$ cat config.mk
export PLATFORM = sky130hd
export DESIGN_NAME = column_move_collector
export DESIGN_NICKNAME = d
export VERILOG_FILES = /design/src/rtl/column_move_collector.sv
export SDC_FILE = /design/constraint.sdc
export NUM_CORES = 1
export LEC_CHECK = 0
export ABC_CLOCK_PERIOD_IN_PS = 13450
export BUFFER_PORTS_ARGS = -buffer_cell sky130_fd_sc_hd__buf_2
export CORE_ASPECT_RATIO = 1.5
export CORE_UTILIZATION = 61
export CTS_BUF_LIST = sky130_fd_sc_hd__clkbuf_8
export DETAILED_ROUTE_END_ITERATION = 6
export GPL_TIMING_DRIVEN = 1
export PLACE_DENSITY = 0.85
export SYNTH_ARGS = -nofsm -noshare
export SYNTH_HDL_FRONTEND = slang
export SYNTH_SLANG_ARGS = --single-unit
$ cat constraint.sdc
create_clock -name clk -period 13.45 [get_ports clk]
set_input_delay 0.6725 -clock clk [delete_from_list [all_inputs] [get_ports clk]]
set_output_delay 0.6725 -clock clk [all_outputs]
set_load 0.02 [all_outputs]
$ cat src/rtl/column_move_collector.sv
// column_move_collector: gathers per-row candidate moves from a column of cell
// units into one buffered stream for move-ordering control. Each cycle one row
// wins arbitration (MVV-LVA when SORT=1, round-robin when SORT=0) and its move
// is pushed, with its score, into a circular FIFO.
// Latency: an accepted move reaches m_valid/m_move one edge later when the FIFO
// is empty. Backpressure: when the FIFO is full all cell_ready bits stay low,
// even if m_ready is high in the same cycle.
// Ports:
//   clk, rst (async, active high); newboard: synchronous flush for a new board.
//   cell_valid/cell_move/cell_done in, cell_ready out: per-row offer, move,
//   exhaustion level and one-hot accept.
//   m_valid/m_move/m_score out, m_ready in: head of FIFO handshake.
//   level: FIFO occupancy. col_done: sticky "column exhausted" flag.
module column_move_collector #(
  parameter int ROWS  = 8,
  parameter int DEPTH = 16,
  parameter int SORT  = 1
) (
  input  logic                       clk,
  input  logic                       rst,
  input  logic                       newboard,
  input  logic [ROWS-1:0]            cell_valid,
  input  logic [ROWS*18-1:0]         cell_move,
  input  logic [ROWS-1:0]            cell_done,
  output logic [ROWS-1:0]            cell_ready,
  output logic                       m_valid,
  output logic [17:0]                m_move,
  output logic [5:0]                 m_score,
  input  logic                       m_ready,
  output logic [$clog2(DEPTH+1)-1:0] level,
  output logic                       col_done
);

  localparam int AW = $clog2(DEPTH);
  localparam int LW = $clog2(DEPTH+1);
  localparam int RW = $clog2(ROWS);

  // Code 7 is reserved and behaves like an empty square.
  function automatic logic [2:0] piece(input logic [2:0] code);
    return (code == 3'd7) ? 3'd0 : code;
  endfunction

  logic [5:0]    score [ROWS];
  logic [ROWS-1:0] grant;
  logic [RW-1:0] win;
  logic [RW-1:0] rr;
  logic          found;
  logic [5:0]    best;
  int            idx;

  logic [AW-1:0] wr;
  logic [AW-1:0] rd;
  logic [23:0]   mem [DEPTH];
  logic [23:0]   head;
  logic [17:0]   win_move;
  logic          full;
  logic          push;
  logic          pop;

  // Score = {victim, 7 - attacker}: most valuable victim first, cheapest
  // attacker breaks ties.
  always_comb begin
    for (int i = 0; i < ROWS; i++) begin
      score[i] = {piece(cell_move[18*i +: 3]), 3'd7 - piece(cell_move[18*i+3 +: 3])};
    end
  end

  always_comb begin
    grant = '0;
    win   = '0;
    found = 1'b0;
    best  = '0;
    idx   = 0;
    if (SORT != 0) begin
      // Strict '>' while scanning upward keeps the lowest row on ties.
      for (int i = 0; i < ROWS; i++) begin
        if (cell_valid[i] && (!found || score[i] > best)) begin
          found = 1'b1;
          best  = score[i];
          win   = i[RW-1:0];
        end
      end
    end else begin
      for (int k = 0; k < ROWS; k++) begin
        idx = int'(rr) + k;
        if (idx >= ROWS) idx = idx - ROWS;
        if (!found && cell_valid[idx]) begin
          found = 1'b1;
          win   = idx[RW-1:0];
        end
      end
    end
    if (found) grant[win] = 1'b1;
  end

  // Full looks only at the registered level, so a same-cycle pop never frees
  // a slot early.
  assign full       = (level == LW'(DEPTH));
  assign cell_ready = grant & {ROWS{~full & ~newboard}};
  assign push       = |cell_ready;
  assign pop        = m_valid & m_ready & ~newboard;
  assign win_move   = cell_move[18*int'(win) +: 18];

  always_ff @(posedge clk) begin
    if (push) mem[wr] <= {win_move, score[win]};
  end

  always_ff @(posedge clk or posedge rst) begin
    if (rst) begin
      wr       <= '0;
      rd       <= '0;
      level    <= '0;
      rr       <= '0;
      col_done <= 1'b0;
    end else if (newboard) begin
      wr       <= '0;
      rd       <= '0;
      level    <= '0;
      rr       <= '0;
      col_done <= 1'b0;
    end else begin
      if (push) begin
        wr <= wr + AW'(1);
        rr <= (int'(win) == ROWS-1) ? '0 : win + RW'(1);
      end
      if (pop) rd <= rd + AW'(1);
      if (push && !pop)      level <= level + LW'(1);
      else if (pop && !push) level <= level - LW'(1);
      if (&cell_done && !(|cell_valid) && level == '0) col_done <= 1'b1;
    end
  end

  // Gating with m_valid keeps the head outputs at zero after reset and flush,
  // since the storage array itself is not cleared.
  assign m_valid = (level != '0);
  assign head    = mem[rd];
  assign m_move  = m_valid ? head[23:6] : '0;
  assign m_score = m_valid ? head[5:0]  : '0;

endmodule

## After elaboration in Yosys (flattened, before gate mapping)

Memory sizes are Yosys's and may differ from the RTL's.
Index checks and enable logic that the tools add are counted.

- Word-level logic and storage cells: 148
- Memories kept: 1
- Register bits: 14
- Input port bits: 164
- Memory bits (writable): 384

Memory list:

| memory | words | bits a word | read ports | clocked after memory_dff | write ports | line | text |
|---|---|---|---|---|---|---|---|
| mem | 16 | 24 | 1 | 0 | 1 | 53 | `logic [23:0] mem [DEPTH];` |

- Bitwise operators: 7
- Multiply operators: 1
- Order comparisons: 10
- Add/subtract/negate cells: 12
- Eq/ne operators: 17
- Mux-type cells: 57
- Shift operators: 1
- Reductions and logical operators: 38

Operators with widths:

| kind | count |
|---|---|
| $shiftx 144x9->18 | 1 |
| $mux 3 | 22 |
| $mux 6 | 10 |
| $eq 3x3->1 const B | 16 |
| $gt 6x6->1 | 7 |
| $sub 3x3->3 const A | 8 |
| $bmux 6 s3 | 1 |
| $mux 18 | 1 |
| $mux 4 | 4 |
| $reduce_or 8->1 | 2 |
| $mux 5 | 3 |
| $mux 1 | 14 |
| $logic_and 1x1->1 | 12 |
| $logic_not 1->1 | 10 |
| $add 4x1->4 const B | 2 |
| $and 8x8->8 | 1 |
| $mux 8 | 1 |
| $reduce_and 8->1 | 1 |
| $logic_or 1x1->1 | 7 |
| $mul 4x3->7 const A | 1 |
| $reduce_bool 2->1 | 3 |
| $add 5x1->5 const B | 1 |
| $eq 5x5->1 const B | 1 |
| $logic_not 5->1 | 1 |
| other kinds (10) | 13 |

## Depth between registers and ports, before layout

- Word-level depth: 44
- Gate-level depth with buffers: 63
- Depth with buffers taken out: 55

## Least setup slack after synthesis

No wires, ideal clock.

- Kind: in2out
- From: in cell_move[1]
- To: out cell_ready[0]
- Data required time: 12.777 ns
- Cell stages on the path: 61
- Slack: 0.850 ns
- Arrival time: 11.927 ns
- Path buffers: 7
- Path through: a21boi_0 > and2_1 > inv_1 > ha_1 > nand4_1 > o21bai_1 > a41oi_2 > mux2i_1 > inv_1 > ha_1 > nand4_1 > o31ai_1 > a31o_2 > buf_2 > nor2_1 > a21oi_1 > inv_1 > ha_1 > [... 25 more ...] > ha_1 > a31oi_1 > nand2_1 > a2111oi_2 > or2_2 > buf_4 > nand2_1 > o22ai_1 > ha_1 > a21o_1 > a21oi_1 > o21ai_0 > a21oi_2 > nand2_2 > nor3_4 > buf_2 > nand2_1 > nor2_1

- Word-level cells in the longest chain between the ends: 37
- Elaborated cells between the ends (all ways): 57
- Those cells by class: order compare (9); eq/ne (1); mux (25); bitwise (1); reduce/logical (21)

RTL lines:

| item | line | text |
|---|---|---|
| start, declared | 23 | `input logic [ROWS*18-1:0] cell_move,` |
| $eq 3x3->1 | 40 | `return (code == 3'd7) ? 3'd0 : code;` |
| $mux 3 * | 40 |  |
| $mux 6 * | 77 | `if (cell_valid[i] && (!found \|\| score[i] > best)) begin` |
| $gt 6x6->1 | 77 |  |
| $logic_or 1x1->1 | 77 |  |
| $logic_and 1x1->1 | 77 |  |
| $mux 6 / $mux 1 (equally long branches) | 77 |  |
| $gt 6x6->1 / $logic_not 1->1 (equally long branches) | 77 |  |
| [... 21 more ...] | -- |  |
| $logic_and 1x1->1 | 77 |  |
| $mux 3 | 77 |  |
| $lt 3x4->1 (not written as such) / $ge 3x1->1 (equally long branches) | 93 | `if (found) grant[win] = 1'b1;` |
| $logic_and 1x1->1 (not written as such) | 93 |  |
| $mux 1 (not written as such) | 93 |  |
| $demux 1 s3 | 93 |  |
| $mux 8 * | 93 |  |
| $and 8x8->8 * | 99 | `assign cell_ready = grant & {ROWS{~full & ~newboard}};` |
| end, declared | 25 | `output logic [ROWS-1:0] cell_ready,` |

Every way passes the cells marked *; elsewhere a longest branch is shown, timed or not.

## Final worst setup path

- From: in cell_move[0]
- To: mem mem[7][10] (data pin)

- Word-level cells in the longest chain between the ends: 33
- Elaborated cells between the ends (all ways): 51
- Those cells by class: mul (1); order compare (7); eq/ne (1); shift (1); mux (21); reduce/logical (20)

RTL lines:

| item | line | text |
|---|---|---|
| $eq 3x3->1 | 40 |  |
| $mux 3 | 40 |  |
| $mux 6 | 77 |  |
| $gt 6x6->1 | 77 |  |
| $logic_or 1x1->1 | 77 |  |
| $logic_and 1x1->1 | 77 |  |
| $mux 6 / $mux 1 (equally long branches) | 77 |  |
| $gt 6x6->1 / $logic_not 1->1 (equally long branches) | 77 |  |
| [... 18 more ...] | -- |  |
| $mux 6 / $mux 1 (equally long branches) | 77 |  |
| $gt 6x6->1 / $logic_not 1->1 (equally long branches) | 77 |  |
| $logic_or 1x1->1 | 77 |  |
| $logic_and 1x1->1 | 77 |  |
| $mux 3 | 77 |  |
| $mul 4x3->7 | 102 | `assign win_move = cell_move[18*int'(win) +: 18];` |
| $shiftx 144x9->18 * | 102 |  |
| via win_move[4] | 55 | `logic [17:0] win_move;` |
| end, declared | 53 |  |

The timed path passes the listed nets; every way through them passes the cells marked *.

==> results.md <==
* Reg clk slew, reported paths at 80 ps
* Placed Area at 20780 sq um
* CTS H-tree lvls at 2
* Fraction of registers with async set/reset at 0.03518
* Via Count at 12320
* Grt ovf at 0
* Setup Viol. Count Final at 0
* Placed instance count at 1765
* HPWL after DPL at 33.26 mm
* First-pass GRT wire length at 75.44 mm
* Gate count of the mapped netlist at 1174
* Sequential cell area at 11890 sq um
* Worst rel slew slack at 0.1887
* Count leader, synth: edfxtp_1
* Outcome: completed
* Post-CTS Hold Buffers at 0
* Num rows at 79
* Crit path kind: in -> reg
* Reg2Reg Launch Point: level[0]
* Leak Pwr at 7.931 nW
* Worst VDD drop at 0.0002036 V
* Clk network pwr share at 0.188
* Global placement routability congestion at 1.023
* Max clock buf depth at 3
* R2r endpoint: mem[7][16]
* Vias per inst at 6.601
* Slowest Stage Delay on Critical Path at 560 ps
* Top FF cell, synth: edfxtp_1
* Fmax at 77.13 MHz
* Total nets after synthesis at 1389
* Die area at 32250 sq um
* Area grow syn2layout at 14.16%
* Fillers at 1941
* CP max FO at 27
* Final Net Count at 1638
* Net switching power at 1.643 mW
* Layout Skew at 38.14 ps
* Pins Over Slew Limit at 0
* Worst-Margin Slew at 1214 ps
* Startpoint types: primary input
* Pwr Density at 211.1 nW/um^2
* CP Data Arrival Time at 13100 ps
* DRT Pass-1 Iters at 5
* Max Cap Viol at 0
* Critical Path Most Common Cell: ha_1
* Later-pin clock latency in the skew report at 590 ps
* Std-Cell Core Area at 31040 sq um
* Worst path slowest cell: nand2_1
* Net Sw Frac at 0.3547
* Worst reg2reg setup slack at 10000 ps
* Pin count of the biggest net entering global routing at 51
* Finished Cell Area at 21950 sq um
* Dominant cell type by area after synthesis: edfxtp_1
* Non-Filler Instances at 1867
* GR Util All Layers at 0.3256
* CTS Sinks at 398
* Ports at 203
* R2R cell count at 7
* Worst Setup End Kind: flip-flop
* EDFF count, synth at 384
* Int Power at 2.989 mW
* Clock root buffer: clkbuf_8
* Fraction of the yosys area taken by sequential cells at 0.6180
* Yosys top cell area share at 0.5998
* WL/cell at 27.70 um
* Ys Warns at 0
* TritonCTS clock tree: built
* Worst hold slack at 148.5 ps
* Final core utilization at 0.7072
* Fin Setup TNS at 0 ps
* Min-delay worst type: in -> async
* Final hold vios at 0
* Crit path time final at 12970 ps
* Top cells by area, synth: edfxtp_1 (60%), mux4_2 (14%), mux2_2 (3.3%), ha_1 (3.3%), nand2_1 (2.0%)
* Initial antenna violation count at 1
* Yosys reg bits at 398
* Initial Util at 0.6194
* Synth Cell Area at 19230 sq um
* Synth cell types at 62
* CTS Buf Count at 51
* Top cells by count, synth: edfxtp_1 (384), mux4_2 (120), nand2_1 (103)
* Vias in the first global route at 12720
* Synth Area per Inst at 16.38 sq um
* Area of the multi-input gates at 7049 sq um
* Routed wire length at 51.71 mm
* Tcrit/Tclk final at 0.9640
* CP required at 13580 ps
* Die span in y at 219.4 um
* DRT iter0 DRCs at 1153
* Post-route DRC at 0
* Sequential Power Share at 0.406
* Ratio of cells with drive above 1 in the final layout at 0.3616
* ANT nets after route at 0
* Combinational power share at 0.406
* Chip width at 147.0 um
* I/O Buffers at 202
## stage by stage
| step | total power, mW | setup slack [ps] |
|---|---|---|
| after floorplan | 3.148 | 850.3 |
| after global routing | 4.817 | -46.96 |
| after detailed placement | 3.707 | -336.3 |
| after global placement | 3.631 | 66.42 |
| after CTS | 4.582 | 8.817 |
| final | 4.633 | 484.4 |
## cell families after synthesis
| group | share of synthesized area |
|---|---|
| AOI/OAI and AO/OA | 0.06417 |
| DFF | 0.6180 |
| buffers and inverters | 0.02037 |
| and+or+nand+nor | 0.06423 |
| adders and majority gates | 0.03358 |
| xor gates and xnor gates | 0.004100 |
| muxes | 0.1956 |
## cell usage in the layout, fill, tap and decap left out, types with 7 or more instances in the layout
| master | n |
|---|---|
| nand4_1 | 11 |
| a21boi_0 | 27 |
| nand2_1 | 103 |
| buf_2 | 202 |
| and2_1 | 39 |
| mux2_1 | 29 |
| and3_1 | 12 |
| a21oi_1 | 24 |
| clkinv_1 | 9 |
| clkbuf_8 | 53 |
| ha_1 | 50 |
| nand3_1 | 16 |
| clkinv_2 | 9 |
| mux2_2 | 56 |
| o211ai_1 | 13 |
| dfrtp_1 | 11 |
| buf_4 | 49 |
| nor3_1 | 7 |
| mux2i_1 | 8 |
| mux4_2 | 120 |
| nor2_1 | 35 |
| edfxtp_1 | 384 |
| a21o_1 | 13 |
| a22oi_1 | 43 |
| inv_1 | 34 |
| o21ai_0 | 7 |
## registers in the layout, summed over array words and instances (netlist names)
name,cells
col_done,1
level,5
mem,384
rd,4
wr,4
## routing by layer
layer / vias up / wire length, um / track usage
met2: 796 / 26340 / 0.5621
met4: 0 / 4208 / 0.2423
met1: 6085 / 17150 / 0.3672
li1: 5232 / - / -
met5: - / 0 / 0
met3: 211 / 4012 / 0.04990
## power by group through the flow
stage               logic (mW)  clock network (mW)  registers (mW)
floorplan                 1.31                   0            1.84
finish                    1.88               0.872            1.88
global placement          1.73                   0            1.90
global route              2.00               0.926            1.89
CTS                       1.82               0.878            1.88
detailed placement        1.80                   0            1.91
## worst max-delay path: cells and delay by family
family	cells	cell delay, ps
AO/OA/AOI/OAI	26	6470
adder cells (fa/ha/maj)	7	2190
buffers and inverters	7	1020
multiplexers	2	810
AND/OR/NAND/NOR	13	1880
## cell type report
class / instances / share of cell area
diodes: 2 / 0.0002280
repair buffers: 255 / 0.06499
clock buffers: 53 / 0.03323
clock inverters: 37 / 0.01197
flip-flops and latches: 398 / 0.5417
multi-input cells: 696 / 0.3212
inverters: 21 / 0.003591
well taps: 405 / 0.02309
## how the worst max path moves through the flow
stage | start | slack (ps) | to | cells after the start
floorplan | cell_move[1] | 850 | cell_ready[0] | 61
CTS | cell_move[0] | 9 | cell_ready[3] | 51
finish | cell_move[0] | 480 | mem[7][10] | 55
global placement | cell_move[0] | 70 | mem[2][10] | 51
global route | cell_move[1] | -50 | cell_ready[2] | 59
detailed placement | cell_move[0] | -340 | mem[0][10] | 50
## repair_timing
item	CTS	global route
gates cloned	0	1
setup endpoints to repair	3	392
pin swaps	2	5
setup buffers	2	7
resized for setup	0	17
Note: power is estimated with default switching activity, not from simulation.
